File: src/rtl/dmem_arbiter.sv
// Data-memory arbiter between the CPU load/store port and a DMA/loader port.
// CPU wins by default; a starved DMA request is forced through and then gets a short burst.
module dmem_arbiter #(
   parameter int MAX_WAIT  = 4,
   parameter int DMA_BURST = 4
) (
   input  logic        clk,
   input  logic        reset,
   input  logic        cpu_req,
   input  logic        cpu_we,
   input  logic [31:0] cpu_addr,
   input  logic [31:0] cpu_wdata,
   output logic        cpu_gnt,
   output logic        cpu_stall,
   output logic        cpu_rvalid,
   output logic [31:0] cpu_rdata,
   input  logic        dma_req,
   input  logic        dma_we,
   input  logic [31:0] dma_addr,
   input  logic [31:0] dma_wdata,
   output logic        dma_gnt,
   output logic        dma_rvalid,
   output logic [31:0] dma_rdata,
   output logic        mem_we,
   output logic        mem_re,
   output logic [31:0] mem_addr,
   output logic [31:0] mem_wdata,
   input  logic [31:0] mem_rdata
);

   localparam int WW = $clog2(MAX_WAIT + 2);
   localparam int BW = $clog2(DMA_BURST + 2);

   typedef enum logic [1:0] {S_IDLE, S_CPU_PRI, S_DMA_BURST} state_t;

   state_t        r_state;
   logic [WW-1:0] r_wait_cnt;
   logic [BW-1:0] r_burst_cnt;
   logic          r_tag_vld;
   logic          r_tag_dma;
   logic [31:0]   r_cpu_rdata;
   logic [31:0]   r_dma_rdata;
   logic [31:0]   r_last_addr;
   logic [31:0]   r_last_wdata;

   logic          w_cpu_req;
   logic          w_dma_req;
   logic          w_forced;
   logic          w_cpu_gnt;
   logic          w_dma_gnt;
   logic          w_any_gnt;
   logic          w_gnt_we;
   logic [31:0]   w_gnt_addr;
   logic [31:0]   w_gnt_wdata;
   logic          w_burst_last;
   logic          w_cpu_rvalid;
   logic          w_dma_rvalid;

   // Requests are masked while reset is held so no grant can leak out combinationally.
   assign w_cpu_req = cpu_req & reset;
   assign w_dma_req = dma_req & reset;
   assign w_forced  = (r_wait_cnt == WW'(MAX_WAIT));

   always_comb begin
      w_dma_gnt = 1'b0;
      w_cpu_gnt = 1'b0;
      if (r_state == S_DMA_BURST) begin
         w_dma_gnt = w_dma_req;
      end else begin
         w_dma_gnt = w_dma_req & (~w_cpu_req | w_forced);
         w_cpu_gnt = w_cpu_req & ~w_dma_gnt;
      end
   end

   // The forced grant that opens a burst is its first beat, so the last in-burst beat is DMA_BURST-1.
   assign w_burst_last = (int'(r_burst_cnt) + 1 >= DMA_BURST - 1);

   assign w_any_gnt   = w_cpu_gnt | w_dma_gnt;
   assign w_gnt_we    = w_dma_gnt ? dma_we    : cpu_we;
   assign w_gnt_addr  = w_dma_gnt ? dma_addr  : cpu_addr;
   assign w_gnt_wdata = w_dma_gnt ? dma_wdata : cpu_wdata;

   assign cpu_gnt   = w_cpu_gnt;
   assign dma_gnt   = w_dma_gnt;
   assign cpu_stall = cpu_req & ~w_cpu_gnt;
   assign mem_we    = w_any_gnt &  w_gnt_we;
   assign mem_re    = w_any_gnt & ~w_gnt_we;
   assign mem_addr  = w_any_gnt ? w_gnt_addr  : r_last_addr;
   assign mem_wdata = w_any_gnt ? w_gnt_wdata : r_last_wdata;

   assign w_cpu_rvalid = r_tag_vld & ~r_tag_dma;
   assign w_dma_rvalid = r_tag_vld &  r_tag_dma;
   assign cpu_rvalid   = w_cpu_rvalid;
   assign dma_rvalid   = w_dma_rvalid;
   assign cpu_rdata    = w_cpu_rvalid ? mem_rdata : r_cpu_rdata;
   assign dma_rdata    = w_dma_rvalid ? mem_rdata : r_dma_rdata;

   always_ff @(posedge clk or negedge reset) begin
      if (!reset) begin
         r_state     <= S_IDLE;
         r_wait_cnt  <= '0;
         r_burst_cnt <= '0;
      end else begin
         if (w_dma_req & ~w_dma_gnt) begin
            if (!w_forced) r_wait_cnt <= r_wait_cnt + 1'b1;
         end else begin
            r_wait_cnt <= '0;
         end
         case (r_state)
            S_IDLE, S_CPU_PRI: begin
               if (w_dma_gnt & w_cpu_req) begin
                  r_state     <= S_DMA_BURST;
                  r_burst_cnt <= '0;
               end else if (r_state == S_IDLE && w_cpu_gnt) begin
                  r_state <= S_CPU_PRI;
               end else if (r_state == S_CPU_PRI && !w_cpu_req && !w_dma_req) begin
                  r_state <= S_IDLE;
               end
            end
            S_DMA_BURST: begin
               if (!w_dma_req) begin
                  r_state <= S_CPU_PRI;
               end else begin
                  r_burst_cnt <= r_burst_cnt + 1'b1;
                  if (w_burst_last) r_state <= S_CPU_PRI;
               end
            end
            default: r_state <= S_IDLE;
         endcase
      end
   end

   // Read tag and per-port data hold; mem_rdata arrives the cycle after mem_re.
   always_ff @(posedge clk or negedge reset) begin
      if (!reset) begin
         r_tag_vld    <= 1'b0;
         r_tag_dma    <= 1'b0;
         r_cpu_rdata  <= '0;
         r_dma_rdata  <= '0;
         r_last_addr  <= '0;
         r_last_wdata <= '0;
      end else begin
         r_tag_vld <= mem_re;
         r_tag_dma <= w_dma_gnt;
         if (w_cpu_rvalid) r_cpu_rdata <= mem_rdata;
         if (w_dma_rvalid) r_dma_rdata <= mem_rdata;
         if (w_any_gnt) begin
            r_last_addr  <= w_gnt_addr;
            r_last_wdata <= w_gnt_wdata;
         end
      end
   end

endmodule

File: config.mk
export PLATFORM = sky130hd
export DESIGN_NAME = dmem_arbiter
export DESIGN_NICKNAME = d
export VERILOG_FILES = /design/src/rtl/dmem_arbiter.sv
export SDC_FILE = /design/constraint.sdc
export NUM_CORES = 1
export LEC_CHECK = 0
export ABC_AREA = 1
export CAP_MARGIN = 20
export CORE_MARGIN = 2
export CORE_UTILIZATION = 36
export CTS_CLUSTER_SIZE = 28
export DETAILED_ROUTE_END_ITERATION = 16
export PLACE_DENSITY_LB_ADDON = 0.05
export SLEW_MARGIN = 20
export SYNTH_ARGS = -nofsm -noshare
export SYNTH_HDL_FRONTEND = slang
export SYNTH_SLANG_ARGS = --single-unit
export TNS_END_PERCENT = 100
File: constraint.sdc
create_clock -name clk -period 1.7 [get_ports clk]
set_input_delay 0.34 -clock clk [delete_from_list [all_inputs] [get_ports clk]]
set_output_delay 0.34 -clock clk [all_outputs]
set_load 0.05 [all_outputs]
==> results by group, run 1 <==
Worst setup path
  – CP bufs+invs: 3
  – Levels on crit path: 10
  – CP endpoint: mem_addr[7]
  – Reg2Reg Depth: 14
  – Arrival @ worst endpoint: 2.27 ns
  – Slowest stage cell on the critical path: dfrtp_1
  – CP Capture Type: primary output
  – Worst path top cell family by delay: buffers and inverters
  – R2R Path Start: r_wait_cnt[0]
  – Flop-to-flop setup slack: -0.19 ns
  – CP startpoint: r_wait_cnt[0]
  – CP Data Required Time: 1.36 ns
  – CP startpoint kind: flip-flop
  – Crit path kind: reg2out
  – Critical path fanouts, max: 49
  – CP cell instances: inv_1, ha_2, nand2_1, nand2_1, nand2_2, nand2_4, buf_12, o21ai_1, o21ai_4, buf_12
  – Crit-path max cell delay: 0.38 ns
  – R2r endpoint: r_last_addr[11]

Synth
  – Yosys cell types: 26
  – Post-Syn Nets: 835
  – Post-Syn Instances: 665
  – Netlist Area Pre-Place: 5956 um^2
  – Syn avg cell area: 8.956 um^2
  – Seq/Total Area, Yosys: 57.98%
  – Synth top area share: 57.98%
  – Synth Register Bits: 138
  – Yosys warnings: 0
  – Cell taking the most area after synthesis: dfrtp_1
  – Synth area leaders: dfrtp_1, nand2_1, o21ai_1

Timing
  – Slew Viols, Final: 0
  – Fin worst setup slack: -0.9058 ns
  – Slew at the pin closest to its max-slew limit: 0.7658 ns
  – Maximum operating frequency: 0.3838 GHz
  – Setup Viol. Count Final: 181
  – RSZ-0062 raised after global routing: yes
  – Fin. Hold Viols: 7
  – Skew final: 0.01166 ns
  – Fin crit share: 153.3%
  – Final Critical Period: 2.606 ns
  – Fin Hold WS: -0.004016 ns
  – Relative slew slack: 48.94%
  – Sum Neg Setup Slack: -84.93 ns

Placed design
  – Dpl hpwl: 16280 um
  – Placer congestion estimate: 0.8203
  – Port-buffer cells: 300

Run
  – Max cap viols: 0

Die
  – Row count: 47
  – Initial Util: 36.43%
  – Die area: 17590 um^2
  – Io pins: 301
  – Die Wd: 132.6 um
  – Die height: 132.6 um
  – Core area: 16350 um^2

Power
  – P_leak: 6.214 nW
  – Maximum VDD drop: 0.8511 mV
  – PwrDens: 1309 nW/um^2

Routing
  – Detailed Route Iter0 Violations: 404
  – Vias per inst: 5.130
  – DR WL/cell: 22.60 um
  – Vias post-DR: 6628
  – Routed Antenna Nets: 0
  – DRC errors left: 0
  – Iteration count of the initial detailed-routing pass: 4
  – DRT Wirelength: 29190 um

Status
  – Status: finished with violations
  – Failing checks: hold timing, setup timing

Clocking
  – Clock Tree Root: clkbuf_16
  – H-tree level count: 4
  – CTS max path bufs: 2
  – CTS Buf Count: 17
  – Hold buffer count at CTS: 0
  – CTS sink count: 138
  – Reg clk slew, reported paths: 0.06 ns
  – CTS tree: yes
  – Worst skew pair latency: 0.43 ns

Finish
  – Final net count: 1225
  – Area delta synth->final: 142.4%
  – Layout cell share with drive strength beyond 1: 55.24%

Global route
  – Overall Global Routing Usage: 30.00%
  – First-pass GRT wire length: 40480 um
  – Largest net degree at the start of global routing: 60
  – Vias in the first global route: 7279
  – GR Overflow Total: 0
  – Initial antenna violation count: 3

Min path
  – Hold Crit Class: in2async
metrics by stage:
step | std cells | util, % | setup WS, ns | power [mW] | instance area [um^2]
floorplan | 665 | - | -0.2987 | 9.034 | 7214
global placement | 1192 | 73.33 | -0.7375 | 13.37 | 11990
detailed placement | 1192 | 73.33 | -0.8159 | 13.58 | 11990
CTS | 1263 | 83.69 | -0.8574 | 18.01 | 13680
global route | 1290 | 88.28 | -0.9908 | 19.43 | 14430
finish | 1292 | 88.31 | -0.9058 | 18.90 | 14440
layout make-up:
class / count / area (um^2)
inverter: 48 / 210.2
sequential: 138 / 3456
antenna: 4 / 10.01
multi-input combinational: 438 / 4105
tap: 220 / 275.3
timing repair buffer: 411 / 5786
clock buffer: 21 / 470.5
clock inverter: 11 / 118.9
timing repair inverter: 1 / 6.256
fill: 667 / 1911
cell usage after synthesis:
master / count
nand2_4: 2
inv_1: 44
xnor2_1: 1
buf_4: 7
nand4_2: 1
clkbuf_1: 16
o21ai_2: 20
o21ai_1: 100
xor2_1: 1
nand3b_1: 1
o21ai_0: 74
nand3_1: 4
buf_6: 8
buf_1: 1
nand3_2: 1
buf_2: 8
nor2_1: 74
nand2_2: 1
inv_2: 4
or2_2: 1
nand4_1: 1
dfrtp_1: 138
buf_12: 1
nand2_1: 150
a21oi_1: 2
ha_1: 4
state kept, by name, indices dropped and copies added (netlist names):
signal / flops
r_last_addr: 32
r_cpu_rdata: 32
r_state: 2
r_tag_vld: 1
r_wait_cnt: 3
r_dma_rdata: 32
r_burst_cnt: 3
r_last_wdata: 32
r_tag_dma: 1
worst min path at each step:
stage	endpoint	slack, ns	cells past startpoint
after floorplan	r_burst_cnt[0]	0.04	0
after global placement	r_last_addr[21]	0.45	2
after detailed placement	r_last_addr[21]	0.45	2
after CTS	r_last_wdata[3]	0.0004	2
after global routing	r_dma_rdata[18]	0.03	2
final	r_last_wdata[3]	-0.004	2
power by group:
group	switching [mW]	internal, mW	leakage [nW]
logic	5.63	4.90	4.25
clock network	1.52	2.27	0.281
registers	0.522	4.06	1.68
what timing repair did:
| item | 4_1_cts | 5_1_grt |
|---|---|---|
| endpoints found under the setup margin | 187 | 205 |
| hold endpoints to repair | 0 | 0 |
| cloned | 12 | 5 |
| buffers inserted | 28 | 29 |
| resized for setup | 151 | 159 |
| pin swaps | 35 | 24 |
routing by layer:
layer / share of wire (%) / GRT usage (%) / wire length, um
met1: 35 / 31.61 / 10270
met2: 54 / 54.61 / 15720
met3: 6.5 / 9.004 / 1887
met4: 4.5 / 14.28 / 1314
met5: 0 / 0 / 0
placed cells by master (no fill, tap or decap), types with 2 or more instances in the layout:
cell,netlist,final
inv_4,0,2
inv_1,44,40
clkbuf_8,0,3
nand2_2,1,80
nor2_2,0,18
dfrtp_1,138,136
buf_6,8,16
clkinv_2,0,4
o21ai_4,0,127
nor2_1,74,49
nand2_4,2,34
buf_8,0,2
buf_4,7,57
ha_1,4,3
diode_2,0,4
clkdlybuf4s50_1,0,164
clkbuf_16,0,22
nand2_1,150,37
buf_12,1,162
inv_6,0,3
bufinv_16,0,2
inv_2,4,3
clkinvlp_4,0,4
nor2_4,0,7
o21ai_1,100,38
nand3_1,4,4
dfrtp_2,0,2
buf_16,0,5
nand2_8,0,2
o21ai_2,20,28
logic make-up after synthesis:
group | synth area share, %
AOI/OAI and AO/OA | 17.73
xor gates and xnor gates | 0.2942
adders and majority gates | 0.8404
buffers and inverters | 7.500
DFF | 57.98
and+or+nand+nor | 15.65
Note: power is estimated with default switching activity, not from simulation.
==> run 2, diff against run 1 <==
--- a/config.mk
+++ b/config.mk
@@ -12,6 +12,7 @@
 export CTS_CLUSTER_SIZE = 28
 export DETAILED_ROUTE_END_ITERATION = 16
 export PLACE_DENSITY_LB_ADDON = 0.05
+export SKIP_LAST_GASP = 1
 export SLEW_MARGIN = 20
 export SYNTH_ARGS = -nofsm -noshare
 export SYNTH_HDL_FRONTEND = slang
==> run 2 against run 1 <==
The flow still finishes with violations (hold timing, setup timing); die area stayed put; sequential share of layout area is 0.24 points lower; utilization is 0.88 points higher; final area is 1.0% higher; sequential cell count stayed put; non-clock buffer count is 21 higher; hold slack better by 0.00055 ns; combinational power hardly changed; critical path depth is 2 higher; critical path type unchanged.
==> results by group, run 2 (synthesized netlist as in run 1, its figures left out) <==
Die
  – Die area: 17590 um^2
  – Core area: 16350 um^2
  – Row count: 47
  – Die Wd: 132.6 um
  – Io pins: 301
  – Initial Util: 36.43%
  – Die height: 132.6 um

Routing
  – DR WL/cell: 22.27 um
  – DRC errors left: 0
  – Met2 wire len: 15430 um
  – Routed Antenna Nets: 0
  – Vias per inst: 5.136
  – Met3 WL: 1723 um
  – Detailed Route Iter0 Violations: 360
  – Max layer used: met4
  – Vias post-DR: 6738
  – DRT Wirelength: 29220 um
  – Met1 WL: 10620 um
  – Iteration count of the initial detailed-routing pass: 4

Worst setup path
  – Crit path kind: reg2out
  – CP Data Required Time: 1.36 ns
  – CP Capture Type: primary output
  – Arrival @ worst endpoint: 2.23 ns
  – CP startpoint: r_wait_cnt[1]
  – CP startpoint kind: flip-flop
  – R2R Path Start: r_wait_cnt[1]
  – Critical path fanouts, max: 17

Finish
  – Register Area: 3455 um^2
  – Final net count: 1246
  – Multi-input combinational cell area: 4115 um^2
  – Fill cell count: 639
  – Most frequent cells in the layout: clkdlybuf4s50_1, buf_12, dfrtp_1
  – Leading cell type in the layout, fill and taps excluded: clkdlybuf4s50_1
  – Layout cell share with drive strength beyond 1: 55.46%
  – Area delta synth->final: 144.8%

Timing
  – Skew final: 0.01050 ns
  – Final Critical Period: 2.571 ns
  – Slew Viols, Final: 0
  – Maximum operating frequency: 0.3890 GHz
  – Fin crit share: 151.2%
  – RSZ-0062 raised after global routing: yes
  – Setup Viol. Count Final: 178
  – Fin worst setup slack: -0.8709 ns
  – Slew at the pin closest to its max-slew limit: 0.7759 ns
  – Fin Hold WS: -0.003468 ns
  – Relative slew slack: 48.27%
  – Fin. Hold Viols: 17

Clocking
  – Worst skew pair latency: 0.43 ns
  – Reg clk slew, reported paths: 0.06 ns
  – Hold buffer count at CTS: 0
  – CTS Buf Count: 17
  – CTS max path bufs: 2
  – CTS sink count: 138
  – CTS tree: yes
  – H-tree level count: 4
  – Clock Tree Root: clkbuf_16

Placed design
  – Port-buffer cells: 300
  – Dpl hpwl: 16280 um
  – Pre-CTS WS: -0.8159 ns
  – Placer congestion estimate: 0.8203

Global route
  – Initial antenna violation count: 2
  – Largest net degree at the start of global routing: 60
  – Overall Global Routing Usage: 29.38%
  – First-pass GRT wire length: 39880 um
  – Vias in the first global route: 7214
  – GR Overflow Total: 0

Power
  – Maximum VDD drop: 0.8580 mV
  – P_leak: 6.282 nW
  – PwrDens: 1309 nW/um^2

Min path
  – Hold Crit Class: in2async

Status
  – Failing checks: hold timing, setup timing
  – Status: finished with violations

Run
  – Max cap viols: 0
## run 2: cell type report
cell class	instances	area share, %
timing repair buffer	432	40.62
multi-input combinational	438	28.22
timing repair inverter	1	0.04290
clock inverter	11	0.8152
inverter	48	1.442
antenna	3	0.05148
sequential	138	23.69
tap	220	1.888
clock buffer	21	3.226
## run 2: timing repair
item	4_1_cts	5_1_grt
setup endpoints to repair	187	205
setup buffers	28	50
gates resized for setup	117	188
pin swaps	35	41
gates cloned	12	6
## run 2: per-layer routing
metal	track usage [%]	vias up
li1	-	2975
met1	31.83	3361
met2	53.14	312
met3	7.816	90
met4	14.10	0
met5	0	-
## run 2: worst paths after layout
kind                                   endpoint  slack, ns  cells past startpoint
worst max-delay path              mem_wdata[31]      -0.87                     12
worst min register to register  r_last_wdata[2]       0.51                      2
worst min-delay path            r_last_wdata[3]     -0.003                      2
worst max register to register  r_last_addr[25]      -0.28                     15
min in group clk                  r_wait_cnt[2]       0.35                      5
max in group asynchronous             r_tag_dma       0.53                      3
## run 2: report_power, final
group          internal (mW)  switching (mW)
Clock                   2.27            1.49
Sequential              4.06           0.526
Combinational           5.07            5.68
## run 2: per-stage QoR
stage / total power, mW / std cells / TNS [ns] / instance area, um^2 / util, %
6_report: 19.08 / 1312 / -82.83 / 14580 / 89.19
3_3_place_gp: 13.37 / 1192 / -63.14 / 11990 / 73.33
4_1_cts: 17.90 / 1263 / -80.73 / 13540 / 82.80
5_1_grt: 19.63 / 1311 / -97.74 / 14580 / 89.18
2_1_floorplan: 9.034 / 665 / -28.92 / 7214 / -
3_5_place_dp: 13.58 / 1192 / -69.10 / 11990 / 73.33
## run 2: worst max-delay path, cell delays in order (launching register included)
cell	delay (ns)
dfrtp_1	0.39
inv_1	0.06
ha_2	0.15
nand2_1	0.04
nand2_1	0.07
nand2_2	0.10
nand2_4	0.13
inv_6	0.05
nand2_8	0.14
buf_12	0.17
o21ai_1	0.13
o21ai_4	0.19
buf_12	0.16
==> run 3, diff against run 2 <==
--- a/config.mk
+++ b/config.mk
@@ -12,8 +12,6 @@
 export CTS_CLUSTER_SIZE = 28
 export DETAILED_ROUTE_END_ITERATION = 16
 export PLACE_DENSITY_LB_ADDON = 0.05
-export SKIP_LAST_GASP = 1
-export SLEW_MARGIN = 20
 export SYNTH_ARGS = -nofsm -noshare
 export SYNTH_HDL_FRONTEND = slang
 export SYNTH_SLANG_ARGS = --single-unit
==> results of run 3 <==
Same layout as run 1: the final DEF is identical, and so are final timing and power.
